$ cat config.mk
export PLATFORM = sky130hd
export DESIGN_NAME = bin_to_bcd_seq
export DESIGN_NICKNAME = d
export VERILOG_FILES = /design/src/rtl/bin_to_bcd_seq.sv
export SDC_FILE = /design/constraint.sdc
export NUM_CORES = 1
export LEC_CHECK = 0
export BUFFER_PORTS_ARGS = -buffer_cell sky130_fd_sc_hd__buf_2
export CAP_MARGIN = 20
export CORE_MARGIN = 5
export CORE_UTILIZATION = 30
export DETAILED_ROUTE_END_ITERATION = 12
export HOLD_SLACK_MARGIN = 0.03
export MAX_ROUTING_LAYER = met4
export PLACE_DENSITY = 0.48
export REMOVE_ABC_BUFFERS = 1
export SETUP_SLACK_MARGIN = 0.5
export SLEW_MARGIN = 15
export SYNTH_ARGS = -nofsm -noshare
export SYNTH_HDL_FRONTEND = slang
export SYNTH_SLANG_ARGS = --single-unit
$ cat constraint.sdc
create_clock -name clk -period 1.4 [get_ports clk]
set_input_delay 0.14 -clock clk [delete_from_list [all_inputs] [get_ports clk]]
set_output_delay 0.14 -clock clk [all_outputs]
set_load 0.01 [all_outputs]
$ cat src/rtl/bin_to_bcd_seq.sv
// Sequential binary-to-BCD converter (double dabble), one bit per clock, valid/ready on both sides.
// Optional build macro BIN2BCD_SAT_EN: on overflow, out_bcd saturates to all nines.
module bin_to_bcd_seq #(
  parameter int unsigned N = 14,
  parameter int unsigned K = 16
) (
  input  logic         clk,
  input  logic         rst,
  input  logic         in_valid,
  output logic         in_ready,
  input  logic [N-1:0] in_bin,
  output logic         out_valid,
  input  logic         out_ready,
  output logic [K-1:0] out_bcd,
  output logic         out_ovf
);

  localparam int unsigned D     = K / 4;
  localparam int unsigned CNT_W = (N > 1) ? $clog2(N) : 1;

  typedef enum logic [1:0] {
    IDLE  = 2'd0,
    SHIFT = 2'd1,
    DONE  = 2'd2
  } state_e;

  state_e             state_q, state_d;
  logic [N-1:0]       bin_q, bin_d;
  logic [K-1:0]       bcd_q, bcd_d;
  logic               ovf_q, ovf_d;
  logic [CNT_W-1:0]   cnt_q, cnt_d;
  logic               in_ready_q, in_ready_d;
  logic               out_valid_q, out_valid_d;

  logic [K-1:0]       bcd_adj;
  logic [K-1:0]       bcd_shl;
  logic [N-1:0]       bin_shl;
  logic               carry_out;
  logic               last_shift;

  // Add-3 correction on every digit >= 5 before the shift, all digits in parallel.
  always_comb begin
    bcd_adj = bcd_q;
    for (int i = 0; i < int'(D); i++) begin
      if (bcd_q[4*i +: 4] >= 4'd5) begin
        bcd_adj[4*i +: 4] = bcd_q[4*i +: 4] + 4'd3;
      end
    end
  end

  // The bit leaving the top digit carries weight 10^D, so dropping it leaves the value mod 10^D.
  assign carry_out  = bcd_adj[K-1];
  assign bcd_shl    = {bcd_adj[K-2:0], bin_q[N-1]};
  assign bin_shl    = {bin_q[N-2:0], 1'b0};
  assign last_shift = (state_q == SHIFT) && (cnt_q == CNT_W'(N - 1));

  // State register and registered datapath/outputs.
  always_ff @(posedge clk or posedge rst) begin
    if (rst) begin
      state_q     <= IDLE;
      bin_q       <= '0;
      bcd_q       <= '0;
      ovf_q       <= 1'b0;
      cnt_q       <= '0;
      in_ready_q  <= 1'b1;
      out_valid_q <= 1'b0;
    end else begin
      state_q     <= state_d;
      bin_q       <= bin_d;
      bcd_q       <= bcd_d;
      ovf_q       <= ovf_d;
      cnt_q       <= cnt_d;
      in_ready_q  <= in_ready_d;
      out_valid_q <= out_valid_d;
    end
  end

  // Next-state logic.
  always_comb begin
    state_d = state_q;
    case (state_q)
      IDLE:    if (in_valid)   state_d = SHIFT;
      SHIFT:   if (last_shift) state_d = DONE;
      DONE:    if (out_ready)  state_d = IDLE;
      default:                 state_d = IDLE;
    endcase
  end

  // Datapath and handshake next values.
  always_comb begin
    bin_d       = bin_q;
    bcd_d       = bcd_q;
    ovf_d       = ovf_q;
    cnt_d       = cnt_q;
    in_ready_d  = (state_d == IDLE);
    out_valid_d = (state_d == DONE);
    case (state_q)
      IDLE: begin
        if (in_valid) begin
          bin_d = in_bin;
          bcd_d = '0;
          ovf_d = 1'b0;
          cnt_d = '0;
        end
      end
      SHIFT: begin
        bin_d = bin_shl;
        bcd_d = bcd_shl;
        ovf_d = ovf_q | carry_out;
        cnt_d = cnt_q + CNT_W'(1);
`ifdef BIN2BCD_SAT_EN
        if (last_shift && (ovf_q | carry_out)) begin
          bcd_d = K'({D{4'h9}});
        end
`else
`endif
      end
      default: begin
      end
    endcase
  end

  assign in_ready  = in_ready_q;
  assign out_valid = out_valid_q;
  assign out_bcd   = bcd_q;
  assign out_ovf   = ovf_q;

endmodule

==> reports/qor.yml <==
outcome:
  status: "finished, final reports clean"
finish:
  insertedDiodeCount: 0
  fill_cells: 625
  finish.instance_area_um2: 3930
  syn2layout_area_growth_pct: 80.8
  layout.nets: 348
  finish.cell_count_without_fillers: 420
  post_route_cells_drive_above_1_share_pct: 64.2
  sequential_cell_area_um2: 985
  multi_input_area_um2: 1580
logic_synthesis:
  synth-simple-area-share_pct: 10.9
  synth_top_family_by_area: "compound AO/OA/AOI/OAI gates"
  ys_warns: 0
  synth_top_area_share_pct: 43.7
  netlist-cell-type-count: 36
  synthTopCellsByArea: "dfrtp_1 44%, ha_1 5.8%, o21ai_0 4.6%"
  synth_cells: 213
  synth_top_area_cell: "dfrtp_1"
  postSynth.topFlopCell: "dfrtp_1"
  synth_common_cells: "38 x dfrtp_1, 20 x o21ai_0, 18 x inv_1"
  synth_adder_area_share_pct: 5.75
  synthesis.area_per_instance_um2: 10.2
  yosys.area_share.xor_xnor_pct: 1.61
  synth_compound_gate_area_share_pct: 29.0
  yosysSeqAreaShare_pct: 44.9
  synth_seq_cells: 39
  synth_most_common_cell: "dfrtp_1"
  synth_enable_flop_cells: 0
  synth_async_sr_flop_share_pct: 100
  synthesized_area_um2: 2170
  muxShareOfSynthArea_pct: 1.04
pwr:
  power_density_nw_per_um2: 2410
  irDropWorstVdd_mv: 1.37
  finalPower_w: 0.00949
  switching_power_w: 0.00380
  power.static_leakage_nw: 1.70
  swShare_pct: 40.1
  combPwrFrac_pct: 69.7
  sequentialPowerShare_pct: 22.2
  p_int_w: 0.00568
  power.share.clock_pct: 8.1
floorplan:
  die_w_um: 95.1
  std_cell_rows: 31
  chipHeight_um: 95.1
  start_util_pct: 30.5
  coreArea_um2: 7140
  dieArea_um2: 9050
  io-pin-count: 37
route:
  routed_via_density: 5.03
  drc: 0
  dr.first_iter.drc_count: 65
  route.final.wire_length_um: 7010
  detail_route.first_pass.iterations: 4
  dr_total_vias: 2114
  remaining_number_of_nets_flagged_by_the_antenna_check_after_routing: 0
  mean_routed_wirelength_per_cell_um: 16.7
worst_setup_path:
  timing.reg2reg.setup_slack_ps: 90
  critical_path_arrival_ps: 1510
  cp.required_ps: 1600
  path_max_fanout: 8
  worst-setup-path-type: "flip-flop to flip-flop"
  critPathCaptureType: "flip-flop"
  critical_path.startpoint_type: "flip-flop"
grt:
  grt_pass1_wl_um: 11200
  grt_start_max_net_pins: 33
  groute.usage.overall_pct: 16.2
  grt_pass1_vias: 2238
  globalRoute.totalOverflow: 0
  antenna_found_initial: 0
clocking:
  clock-sinks: 39
  worstSkewPairLatency_ps: 300
  ctsLongestPathBuffers: 2
  htree_num_levels: 2
  tritoncts: "built"
  cts_made_buffers: 5
  ctsRootBufferMaster: "clkbuf_8"
  path_clk_slew_ps: 80
worst_hold_path:
  min-delay-path-class: "input port to flip-flop"
placed_design:
  dp_cells: 361
  io_buffers: 36
  placed_area_um2: 2620
  finalWeightedCongestion: 0.787
  post-dp-hpwl_um: 3710
timing:
  max_freq_ghz: 0.762
  timing.final.setup_violations: 0
  clock-skew-final_ps: 7.52
  timing.final.hold_violations: 0
  max_slew_margin_pct: 73.9
  final_min_period_over_clock_period_pct: 93.7
  worstMarginPinSlew_ps: 391
  maxSlewViolCount: 0
  final_worst_hold_slack_ps: 83.4
  post-route-min-period_ps: 1310
  fin_tns_setup_ps: 0
  grt_setup_unrepaired: "yes"
run:
  drv_cap: 0
worst paths after layout:
path / start / endpoint / depth (start not counted)
hold / removal: out_ready / in_ready / 3
setup reg to reg: state_q[1] / out_bcd[10] / 6
min in group asynchronous: rst / out_bcd[5] / 3
setup / recovery: state_q[1] / out_bcd[10] / 6
hold reg to reg: bin_q[9] / bin_q[10] / 2
max in group asynchronous: rst / in_ready / 4
layer usage:
metal | track usage (%) | up-vias | share of wire, %
li1 | - | 1015 | -
met1 | 20.5 | 1046 | 43
met2 | 26.4 | 48 | 52
met3 | 3.31 | 5 | 4.5
met4 | 3.97 | 0 | 0.39
met5 | - | - | 0
through the flow:
step	worst slack, ps	utilization (%)
4_1_cts	68.0	48.6
3_3_place_gp	25.8	36.8
6_report	87.5	55.1
5_1_grt	11.3	55.1
2_1_floorplan	-196	-
3_5_place_dp	32.1	36.8
timing repair:
| item | 4_1_cts | 5_1_grt |
|---|---|---|
| setup endpoints to repair | 58 | 58 |
| gates resized for setup | 106 | 71 |
| endpoints found under the hold margin | 7 | 0 |
| pin swaps | 29 | 38 |
| setup buffers | 33 | 10 |
| gates cloned | 4 | 2 |
| hold buffers | 2 | 0 |
registers in the layout, indices dropped and copies added, names as in the netlist:
register,flops
bin_q,14
out_valid,1
state_q,2
cnt_q,4
in_ready,1
out_ovf,1
out_bcd,16
cell type report:
class,count,area share (%)
Clock buffer,6,1.85
Clock inverter,2,0.318
Inverter,18,1.72
Multi-Input combinational cell,146,40.3
Sequential cell,39,25.0
Tap cell,99,3.15
Timing Repair Buffer,110,27.6
cells in the final DEF, fill, tap and decap left out, types with 4 or more instances in the layout:
cell	synthesis	final
buf_6	2	40
buf_4	4	34
dfrtp_1	38	32
buf_2	4	22
o21ai_1	2	14
inv_1	18	10
nand2_1	12	9
a22oi_2	0	9
a21oi_2	0	8
inv_2	0	8
nor2b_1	12	8
ha_4	0	8
nor2b_4	2	6
dfrtp_2	0	6
o21ai_2	0	5
and2b_1	5	5
clkbuf_8	0	5
buf_12	0	5
a22o_1	4	4
o31ai_2	1	4
a32o_1	4	4
a21oi_4	0	4
worst max-delay path: stages (launching register included):
cell,delay (ps)
dfrtp_2,440
buf_6,140
nor2b_4,130
buf_6,150
buf_12,150
o2111ai_4,100
o311ai_2,90
logic make-up (layout without fill, tap and decap cells):
family          Yosys count  count (layout)
buf+inv                  30             136
mux                       2               2
flops                    39              39
simple gates             39              40
fa+ha+maj                10              10
xor+xnor                  4               4
compound gates           89              90
power groups by stage:
stage	Clock [W]	Combinational [W]	Sequential (W)
2_1_floorplan	0	0.00184	0.00216
3_3_place_gp	0	0.00326	0.00207
3_5_place_dp	0	0.00327	0.00206
4_1_cts	0.000804	0.00531	0.00206
5_1_grt	0.000850	0.00712	0.00217
6_report	0.000773	0.00661	0.00210
Note: power is estimated with default switching activity, not from simulation.
